### src/rtl/load_store_unit_pkg.sv
// Shared definitions for the load/store unit.
// Contents: request size encodings, FSM state enumeration, the constant
// full-word data_type presented to the memory, and the request fault check.
package load_store_unit_pkg;

   localparam logic [1:0] SIZE_BYTE      = 2'b00;
   localparam logic [1:0] SIZE_HALF      = 2'b01;
   localparam logic [1:0] SIZE_WORD      = 2'b11;
   localparam logic [2:0] DATA_TYPE_WORD = 3'b011;

   typedef enum logic [1:0] {
      IDLE  = 2'b00,
      READ  = 2'b01,
      WRITE = 2'b10,
      RESP  = 2'b11
   } lsu_state_e;

   // Misaligned halfword/word or reserved size encoding.
   function automatic logic size_fault(input logic [1:0] size, input logic [1:0] offset);
      logic bad;
      case (size)
         SIZE_BYTE: bad = 1'b0;
         SIZE_HALF: bad = offset[0];
         SIZE_WORD: bad = (offset != 2'b00);
         default:   bad = 1'b1;
      endcase
      return bad;
   endfunction

endpackage

### src/rtl/lsu_lane_align.sv
// Combinational lane handling for the load/store unit.
// Ports:
//   word        - full 32-bit word read from memory
//   size        - request size encoding
//   sign_ext    - 1 sign-extends sub-word loads, 0 zero-extends
//   offset      - byte offset within the word (addr[1:0])
//   wdata       - right-aligned store data
//   load_data   - extracted and extended load result
//   merged_word - word with only the addressed lane replaced by wdata
module lsu_lane_align
   import load_store_unit_pkg::*;
(
   input  logic [31:0] word,
   input  logic [1:0]  size,
   input  logic        sign_ext,
   input  logic [1:0]  offset,
   input  logic [31:0] wdata,
   output logic [31:0] load_data,
   output logic [31:0] merged_word
);

   logic [7:0]  byte_s;
   logic [15:0] half_s;

   // Lane extract followed by sign/zero extension.
   always_comb begin
      byte_s = word[{offset, 3'b000} +: 8];
      half_s = word[{offset[1], 4'b0000} +: 16];
      case (size)
         SIZE_BYTE: load_data = {{24{sign_ext & byte_s[7]}}, byte_s};
         SIZE_HALF: load_data = {{16{sign_ext & half_s[15]}}, half_s};
         default:   load_data = word;
      endcase
   end

   // Read-modify-write merge: untouched lanes keep the old word.
   always_comb begin
      merged_word = word;
      case (size)
         SIZE_BYTE: merged_word[{offset, 3'b000} +: 8]     = wdata[7:0];
         SIZE_HALF: merged_word[{offset[1], 4'b0000} +: 16] = wdata[15:0];
         default:   merged_word = wdata;
      endcase
   end

endmodule

### src/rtl/load_store_unit.sv
// Load/store unit between the pipeline and a word-wide data memory.
// Sub-word loads are extracted/extended here; sub-word stores are done as a
// read-modify-write so the memory only ever sees full-word accesses.
// Ports:
//   clock, reset_n             - clock, async active-low reset
//   req_*                      - request handshake and fields from the pipeline
//   resp_valid/rdata/fault     - one-cycle completion pulse and result
//   mem_address/write_data/MemWrite/data_type, mem_read_data - memory side
module load_store_unit
   import load_store_unit_pkg::*;
#(
   parameter int unsigned MEM_WORDS = 32'd256
) (
   input  logic        clock,
   input  logic        reset_n,
   input  logic        req_valid,
   output logic        req_ready,
   input  logic        req_write,
   input  logic [1:0]  req_size,
   input  logic        req_signed,
   input  logic [31:0] req_addr,
   input  logic [31:0] req_wdata,
   output logic        resp_valid,
   output logic [31:0] resp_rdata,
   output logic        resp_fault,
   output logic [31:0] mem_address,
   output logic [31:0] mem_write_data,
   output logic        mem_MemWrite,
   output logic [2:0]  mem_data_type,
   input  logic [31:0] mem_read_data
);

   lsu_state_e  state_r, next_state_s;
   logic        write_r, signed_r;
   logic [1:0]  size_r, offset_r;
   logic [31:0] wdata_r;
   logic        accept_s, fault_s;
   logic [31:0] load_data_s, merged_word_s;
   logic        resp_valid_r, resp_fault_r, mem_write_r;
   logic [31:0] resp_rdata_r, mem_address_r, mem_write_data_r;

   assign accept_s = req_valid && (state_r == IDLE);
   assign fault_s  = size_fault(req_size, req_addr[1:0]) ||
                     ({2'b00, req_addr[31:2]} >= MEM_WORDS);

   lsu_lane_align u_lane_align (
      .word        (mem_read_data),
      .size        (size_r),
      .sign_ext    (signed_r),
      .offset      (offset_r),
      .wdata       (wdata_r),
      .load_data   (load_data_s),
      .merged_word (merged_word_s)
   );

   // State register.
   always_ff @(posedge clock or negedge reset_n) begin
      if (!reset_n) state_r <= IDLE;
      else          state_r <= next_state_s;
   end

   // Next-state: word stores skip READ, sub-word stores go through it.
   always_comb begin
      next_state_s = state_r;
      case (state_r)
         IDLE: begin
            if (!accept_s)                          next_state_s = IDLE;
            else if (fault_s)                       next_state_s = RESP;
            else if (req_write && req_size == SIZE_WORD) next_state_s = WRITE;
            else                                    next_state_s = READ;
         end
         READ: begin
            if (write_r) next_state_s = WRITE;
            else         next_state_s = RESP;
         end
         WRITE:   next_state_s = RESP;
         RESP:    next_state_s = IDLE;
         default: next_state_s = IDLE;
      endcase
   end

   // Request capture on acceptance.
   always_ff @(posedge clock or negedge reset_n) begin
      if (!reset_n) begin
         write_r  <= 1'b0;
         signed_r <= 1'b0;
         size_r   <= SIZE_BYTE;
         offset_r <= 2'b00;
         wdata_r  <= 32'd0;
      end else if (accept_s) begin
         write_r  <= req_write;
         signed_r <= req_signed;
         size_r   <= req_size;
         offset_r <= req_addr[1:0];
         wdata_r  <= req_wdata;
      end
   end

   // Registered outputs; the async reset also kills an in-progress write strobe.
   always_ff @(posedge clock or negedge reset_n) begin
      if (!reset_n) begin
         resp_valid_r     <= 1'b0;
         resp_fault_r     <= 1'b0;
         resp_rdata_r     <= 32'd0;
         mem_write_r      <= 1'b0;
         mem_address_r    <= 32'd0;
         mem_write_data_r <= 32'd0;
      end else begin
         resp_valid_r <= (next_state_s == RESP);
         mem_write_r  <= (next_state_s == WRITE);
         resp_fault_r <= accept_s && fault_s;
         resp_rdata_r <= (state_r == READ && !write_r) ? load_data_s : 32'd0;
         if (accept_s) mem_address_r <= {2'b00, req_addr[31:2]};
         if (accept_s && !fault_s && req_write && req_size == SIZE_WORD)
            mem_write_data_r <= req_wdata;
         else if (state_r == READ && write_r)
            mem_write_data_r <= merged_word_s;
      end
   end

   assign req_ready      = (state_r == IDLE);
   assign resp_valid     = resp_valid_r;
   assign resp_fault     = resp_fault_r;
   assign resp_rdata     = resp_rdata_r;
   assign mem_MemWrite   = mem_write_r;
   assign mem_address    = mem_address_r;
   assign mem_write_data = mem_write_data_r;
   assign mem_data_type  = DATA_TYPE_WORD;

endmodule

### config.mk
export PLATFORM = sky130hd
export DESIGN_NAME = load_store_unit
export DESIGN_NICKNAME = d
export VERILOG_FILES = /design/src/rtl/load_store_unit_pkg.sv /design/src/rtl/lsu_lane_align.sv /design/src/rtl/load_store_unit.sv
export SDC_FILE = /design/constraint.sdc
export NUM_CORES = 1
export LEC_CHECK = 0
export ABC_AREA = 1
export CELL_PAD_IN_SITES_DETAIL_PLACEMENT = 1
export CELL_PAD_IN_SITES_GLOBAL_PLACEMENT = 2
export CORE_MARGIN = 4
export CORE_UTILIZATION = 30
export CTS_BUF_LIST = sky130_fd_sc_hd__clkbuf_8
export DETAILED_ROUTE_END_ITERATION = 16
export PLACE_DENSITY_LB_ADDON = 0.1
export SLEW_MARGIN = 30
export SYNTH_ARGS = -nofsm -noshare
export SYNTH_HDL_FRONTEND = slang
export SYNTH_SLANG_ARGS = --single-unit
export TNS_END_PERCENT = 50
### constraint.sdc
create_clock -name clock -period 3.5 [get_ports clock]
set_input_delay 1.05 -clock clock [delete_from_list [all_inputs] [get_ports clock]]
set_output_delay 1.05 -clock clock [all_outputs]
set_load 0.01 [all_outputs]
==> results of run 1 <==
[sequential cells by signal, indices dropped and copies added (netlist names)]
register	cells
write_r	1
resp_rdata	32
mem_address	30
size_r	2
mem_MemWrite	1
resp_fault	1
state_r	2
offset_r	2
mem_write_data	32
signed_r	1
wdata_r	32
resp_valid	1
[critical path, cell delays in order, from the launching register on]
cell,delay (ns)
dfrtp_1,0.39
inv_1,0.08
ha_1,0.29
clkdlybuf4s50_1,0.59
[stage by stage]
| stage | setup WS (ns) | power, mW |
|---|---|---|
| final | 0.658 | 8.12 |
| after global routing | 0.540 | 8.82 |
| after CTS | 0.610 | 8.24 |
| after detailed placement | 0.613 | 6.90 |
| after global placement | 0.672 | 6.83 |
| after floorplan | 1.44 | 4.96 |
[final cells by class]
type	instances	area [um2]
clock inverters	13	119
multi-input cells	673	3340
fillers	2873	13700
repair buffers	214	2150
flip-flops and latches	137	3430
well taps	319	399
inverters	73	274
clock buffers	19	262
[routing by layer]
metal / part of all wire / up-vias / GRT usage
li1: - / 3388 / -
met1: 0.45 / 3338 / 0.282
met2: 0.47 / 186 / 0.343
met3: 0.068 / 22 / 0.0560
met4: 0.014 / 0 / 0.0484
met5: 0 / - / 0
[Yosys cell counts (2+ instances only)]
| cell type | instances | area share |
|---|---|---|
| nor2_2 | 3 | 0.0026 |
| nor2_1 | 151 | 0.078 |
| o21ai_1 | 2 | 0.0014 |
| clkbuf_1 | 20 | 0.010 |
| o21ai_0 | 56 | 0.039 |
| inv_1 | 68 | 0.035 |
| a22oi_1 | 7 | 0.0072 |
| nor3_1 | 5 | 0.0034 |
| inv_2 | 5 | 0.0026 |
| buf_4 | 6 | 0.0062 |
| o221ai_1 | 5 | 0.0060 |
| nand2_2 | 2 | 0.0017 |
| or2_2 | 16 | 0.014 |
| dfrtp_1 | 137 | 0.47 |
| buf_1 | 7 | 0.0036 |
| nand2_1 | 183 | 0.094 |
| a21oi_1 | 72 | 0.050 |
| buf_2 | 20 | 0.014 |
| ha_1 | 8 | 0.014 |
| nand3_1 | 111 | 0.076 |
| mux2_2 | 35 | 0.054 |
| conb_1 | 2 | 0.0010 |
| a211oi_1 | 5 | 0.0052 |
| nor2_4 | 3 | 0.0046 |
[power by group]
part | switching, mW | internal (mW) | total [mW]
Clock | 0.694 | 0.604 | 1.30
Sequential | 0.434 | 2.28 | 2.71
Combinational | 2.26 | 1.85 | 4.11
Total | 3.39 | 4.73 | 8.12
[layout by cell type (no fill, tap or decap), types with 5 or more instances in the layout]
cell type and instances:
mux2_2 35, a21oi_1 72, o221ai_1 5, clkdlybuf4s50_1 199, conb_1 5, dfrtp_1 137, inv_2 5, nor2_1 150
or2_2 16, nor3_1 5, nand3_1 111, a211oi_1 5, a22oi_1 7, o21ai_0 56, clkbuf_8 19, nand2_1 182
ha_1 8, buf_4 11, inv_1 69
[kinds of logic after synthesis]
family	count (synthesis)	synth area share
AND/OR/NAND/NOR	476	0.277
AO/OA/AOI/OAI	149	0.110
flip-flops	137	0.471
buffers and inverters	127	0.0731
multiplexers	35	0.0542
adder cells (fa/ha/maj)	8	0.0138
other	2	0.00103
[final timing paths]
kind | from | to | cells past startpoint
worst max-delay path | state_r[0] | req_ready | 3
worst min-delay path | mem_address[22] | mem_address[22] | 2
worst max register to register | offset_r[0] | mem_write_data[3] | 10
worst min register to register | mem_address[22] | mem_address[22] | 2
max in group asynchronous | reset_n | wdata_r[16] | 2
min in group asynchronous | reset_n | resp_rdata[25] | 1
==> metrics, run 1 <==
Worst-Margin Slew 0.748 ns; DRC 0; maximum VDD drop 0.000419 V; Req. time, crit path between 2 and 2.5 ns; via/cell ratio between 4 and 5; die area ~0.027 mm2; global-route wire length before repair 43.8 mm; CTS tree yes; CTS buffer count 17; Slew headroom 0.501; via count between 6000 and 7000; Final Hold Fails 0; Worst setup EP type output port; fin util 0.421; Post-Place Cells 1416; class of the worst hold path flop to flop; initial drt markers ~320; DP Wirelength 20.2 mm; TritonRoute pass-1 iters 5; GRT Total Usage 0.211; Period minus WS final 2.84 ns; Clk Latency, worst-skew pair 0.45 ns; nets 1227; share of layout cells above drive strength 1 0.101; post-synthesis cell count 934; WL/cell 19.1 um; grt total ovfl 0; design area 0.00997 mm2; Setup-failing EPs final 0; sequential fraction of the synthesis area 0.471; crit path kind flop to output port; core area 0.0237 mm2; Post-synth EDFFs 0; cell row count 56; setup bufs post-CTS 0; Max Transition Viols Final 0; Total Wirelength 27.6 mm; #FFs+latches synth 137; pwr/cell area 815 mW/mm2; post-route ant nets 0; Max Clock Freq 352 MHz; setup_tns 0 ns; initial core utilization 0.307; worst reg2reg setup slack 1.09 ns; crit-path max FO 4; Syn Area/Cell 7.79 um2; initial antenna violation count 0; deepest clock path buffer count 2; Hold Worst Slack ~0.49 ns; Area Growth Syn to Fin 36.9%; RSZ-0062 raised after global routing no; largest net degree at the start of global routing 63; die width 164 um; clk sinks 137; status finished, final reports clean; clk root buf clkbuf_8; Final GP Congestion 0.812; n_diodes 0; PostCTS Resize Cnt 0; skew final around 0.014 ns; top_reg_cell synth dfrtp_1; dpl cell area ~0.0096 mm2; asr flop ratio synth 1.00; clock-pin slew on the worst setup and hold paths 0.09 ns; Final Cycle Share 0.812; port bufs 200; Mapped Area 0.00728 mm2; fin cells roughly 1400; IO Pins 206; maxcap violations 0; Yosys cell types 29; Leak 4.55 nW; Worst EP arrival 1.79 ns; H-tree levels 4; startpoint types flop; Die Height 164 um; CTS Hold Bufs 0; vias in the first global route between 7000 and 8000; Syn. warnings 0
Note: power is estimated with default switching activity, not from simulation.
==> run 2: changes to the inputs <==
- CORE_UTILIZATION: 30 -> 25
- clock period: 3.5 -> 2.4 ns (I/O delays scaled with it)
==> run 2 against run 1 <==
- clock skew decreased by 0.0018 ns
- power increased by 47%
- clock-buffer cell count decreased by 1
- register-to-register slack got worse by 0.60 ns
- hold slack got worse by 0.45 ns
- largest power group unchanged
- core utilization decreased by 6.6 points
- critical path depth unchanged
- sequential cell count unchanged
- sequential share of layout area decreased by 0.77 points
- cell area increased by 2.3%
- via count increased by 0.76%
==> metrics, run 2 (synthesis results as in run 1) <==
status finished, final reports clean; Hold Worst Slack 0.0486 ns; clk sinks around 140; IO Pins around 210; initial drt markers 433; crit-path max FO 4; RSZ-0062 raised after global routing no; initial antenna violation count 1; Leak 4.64 nW; TritonRoute pass-1 iters 4; initial core utilization 0.254; Clk Latency, worst-skew pair around 0.46 ns; Final Hold Fails 0; largest net degree at the start of global routing 106; fin cells between 1500 and 2000; Area Growth Syn to Fin 40.1%; Final Cycle Share 0.929; Max Transition Viols Final 0; CTS buffer count 17; Period minus WS final 2.23 ns; commonest non-fill, non-tap cells in the layout 198 x clkdlybuf4s50_1, 182 x nand2_1, 150 x nor2_1, 137 x dfrtp_1, 111 x nand3_1; WL/cell 19.0 um; pwr/cell area 1170 mW/mm2; port bufs 200; Final GP Congestion 0.796; deepest clock path buffer count 2; vias in the first global route around 7500; clk root buf clkbuf_8; Setup-failing EPs final 0; maxcap violations 0; Worst EP arrival 1.51 ns; via/cell ratio 4.56; Die Height 179 um; share of layout cells above drive strength 1 0.117; GRT Total Usage 0.188; grt total ovfl 0; Req. time, crit path 1.68 ns; die width about 180 um; Max Clock Freq about 450 MHz; commonest non-fill, non-tap cell in the layout clkdlybuf4s50_1; Post-Place Cells 1500; n_diodes 0; die area approximately 0.032 mm2; Total Power 12.0 mW; Filler Cells Inserted approximately 3500; core area 0.0287 mm2; nets ~1200; crit path kind flop to output port; clock-pin slew on the worst setup and hold paths 0.09 ns; global-route wire length before repair 45.8 mm; DRC 0; setup_tns 0 ns; Worst setup EP type output port; setup bufs post-CTS 0; skew final 0.0123 ns; Place WS -0.0917 ns; via count 6987; Total Wirelength between 20 and 30 mm; class of the worst hold path input pin to asynchronous set/reset pin; maximum VDD drop 0.000472 V; DP Wirelength approximately 22 mm; cell row count between 60 and 70; final worst slack 0.171 ns; CTS tree yes; startpoint types flop; post-route ant nets 0; H-tree levels 4
[run 2: cell types whose count changed in the layout (fill, tap and decap cells not counted)]
cell / change
buf_4: +17
bufinv_16: -1
dlygate4sd2_1: +1
inv_8: +1
clkdlybuf4s50_1: -1
inv_1: -1
clkinv_4: -1
buf_12: +2
inv_6: +3
clkbuf_8: -1
[run 2: final timing paths]
kind / startpoint / endpoint / slack [ns] / depth (start not counted)
min reg2reg: mem_address[9] / mem_address[9] / 0.49 / 2
min in group clock: mem_address[9] / mem_address[9] / 0.49 / 2
max reg2reg: offset_r[0] / mem_write_data[22] / 0.49 / 8
min: reset_n / resp_rdata[24] / 0.05 / 1
max in group asynchronous: reset_n / size_r[1] / 1.66 / 2
max: state_r[0] / req_ready / 0.17 / 3
[run 2: power breakdown]
| group | internal [mW] | switching (mW) | leakage (nW) | total [mW] |
|---|---|---|---|---|
| logic | 2.80 | 3.33 | 2.79 | 6.12 |
| registers | 3.32 | 0.648 | 1.67 | 3.97 |
| clock network | 0.768 | 1.11 | 0.179 | 1.88 |
| total | 6.88 | 5.08 | 4.64 | 12.0 |
[run 2: layout make-up]
type	count	area [um2]	area share
multi-input cells	673	3340	0.327
flip-flops and latches	137	3430	0.336
clock inverters	14	114	0.0112
repair buffers	233	2310	0.227
inverters	73	274	0.0269
well taps	384	480	0.0471
clock buffers	18	248	0.0243
[run 2: metal layers]
metal  GRT usage  wire length [um]  up-vias
met2       0.302             13700      166
met3      0.0560              1880       28
met1       0.249             13200     3361
met5           0                13        -
met4      0.0448               429        2
li1            -                 -     3430
[run 2: metrics by stage]
stage	util	area (um2)
floorplan	-	7290
global placement	0.343	9830
detailed placement	0.343	9830
CTS	0.355	10200
global route	0.355	10200
finish	0.355	10200
[run 2: critical path, stage by stage (launching register included)]
cell and delay (ns):
dfrtp_1 0.40, inv_1 0.08, ha_1 0.26, dlygate4sd2_1 0.31
[run 2: repair_timing]
action | 4_1_cts | 5_1_grt
hold buffers | 0 | 0
gates resized for setup | 1 | 0
setup endpoints to repair | 1 | 0
==> run 3: changes to the inputs <==
- PLACE_DENSITY: not set -> 0.87
- PLACE_DENSITY_LB_ADDON: 0.1 -> not set
==> run 3 against run 2 <==
- clock skew decreased by 0.0018 ns
- setup slack worse by 0.034 ns
- cell count shrank 0.59%
- first-iteration DRC count is 14% lower
- clock power barely moved
- global-route usage is 0.82 points lower
- non-clock buffer count down 10
- register-to-register slack worse by 0.18 ns
- cell area decreased by 0.37%
- clock-buffer cell count stayed put
- largest cell class unchanged
==> metrics, run 3 (synthesis results as in run 1) <==
nets approximately 1200; status finished, final reports clean; IO Pins 206; commonest non-fill, non-tap cell in the layout clkdlybuf4s50_1; DP Wirelength 21.7 mm; Setup-failing EPs final 0; initial drt markers 372; Max Transition Viols Final 0; clk root buf clkbuf_8; initial core utilization 0.254; post-route ant nets 0; clk sinks 137; clock-pin slew on the worst setup and hold paths 0.08 ns; core area 0.0287 mm2; RSZ-0062 raised after global routing no; Final Cycle Share 0.943; crit path kind flop to output port; fin util 0.354; Worst Setup SP state_r[1]; die area approximately 0.032 mm2; maximum VDD drop 0.000429 V; global-route wire length before repair 44.4 mm; crit-path max FO 4; DRC 0; port bufs 200; H-tree levels 4; Max Clock Freq 442 MHz; commonest non-fill, non-tap cells in the layout 198 x clkdlybuf4s50_1, 182 x nand2_1, 150 x nor2_1, 137 x dfrtp_1, 111 x nand3_1; Slew headroom 0.518; Final Hold Fails 0; CTS Hold Bufs 0; pwr/cell area 1170 mW/mm2; initial antenna violation count 4; Worst setup EP type output port; largest net degree at the start of global routing 63; Period minus WS final approximately 2.3 ns; maxcap violations 0; skew final 0.0105 ns; CTS tree yes; WL/cell around 19 um; Worst-Margin Slew 0.722 ns; die width 179 um; setup_tns 0 ns; Final GP Congestion 0.814; Die Height around 180 um; via count 7116; via/cell ratio 4.67; share of layout cells above drive strength 1 0.109; Leak approximately 4.6 nW; startpoint types flop; Clk Latency, worst-skew pair about 0.46 ns; Worst EP arrival 1.54 ns; class of the worst hold path input pin to asynchronous set/reset pin; cell row count 62; GRT Total Usage 0.179; CTS buffer count 17; grt total ovfl 0; Req. time, crit path 1.68 ns; Total Wirelength 28.2 mm; deepest clock path buffer count 2; vias in the first global route 7693; TritonRoute pass-1 iters 5; Area Growth Syn to Fin 39.6%; r2r startpoint size_r[1]
-- run 3: cell types whose count changed in the layout (fill, tap and decap cells not counted), sizes merged --
cell	previous run	this run
buf	34	24
bufinv	0	1
diode	0	1
inv	80	79
-- run 3: path summary, 6_finish.rpt --
kind	to	slack [ns]	depth (start not counted)
worst max-delay path	req_ready	0.14	3
worst min register to register	mem_address[12]	0.50	2
worst max register to register	mem_write_data[9]	0.31	10
worst min-delay path	mem_address[12]	0.16	1
min in group clock	mem_address[12]	0.50	2
max in group asynchronous	wdata_r[23]	1.60	2
-- run 3: through the flow --
step	area (um2)	cells	total power, mW	setup WS, ns	hold slack (ns)
after global placement	9770	1490	9.95	0.128	0.464
after floorplan	7290	937	7.23	0.402	0.424
after detailed placement	9770	1490	10.1	0.0648	0.480
after CTS	10200	1522	12.1	0.0842	0.151
final	10200	1523	11.9	0.138	0.158
after global routing	10200	1523	12.9	0.0106	0.158
-- run 3: final cells by class --
class	count	area, um2
fillers	3473	18500
repair buffers	223	2250
clock buffers	18	248
well taps	384	480
flip-flops and latches	137	3430
diodes	1	2.50
multi-input cells	673	3340
inverters	73	274
clock inverters	14	136
-- run 3: timing repair --
action,CTS,global route
buffers inserted,0,0
gates resized for setup,1,0
setup endpoints to repair,1,0
endpoints found under the hold margin,0,0
-- run 3: routing by layer --
layer  routed length (um)  track usage  share of wire  vias up
met1                12100        0.222           0.43     3496
met5                   41            0         0.0015        -
li1                     -            -              -     3406
met2                13800        0.308           0.49      188
met3                 2070       0.0589          0.073       20
met4                  253       0.0336         0.0090        6
-- run 3: power by group --
part / total [mW] / switching (mW) / internal, mW
registers: 3.98 / 0.662 / 3.32
clock network: 1.90 / 1.03 / 0.868
logic: 6.04 / 3.32 / 2.73
-- run 3: worst max-delay path, cell delays in order (launching register included) --
cell	delay (ns)
dfrtp_1	0.39
inv_1	0.09
ha_1	0.27
dlygate4sd2_1	0.34
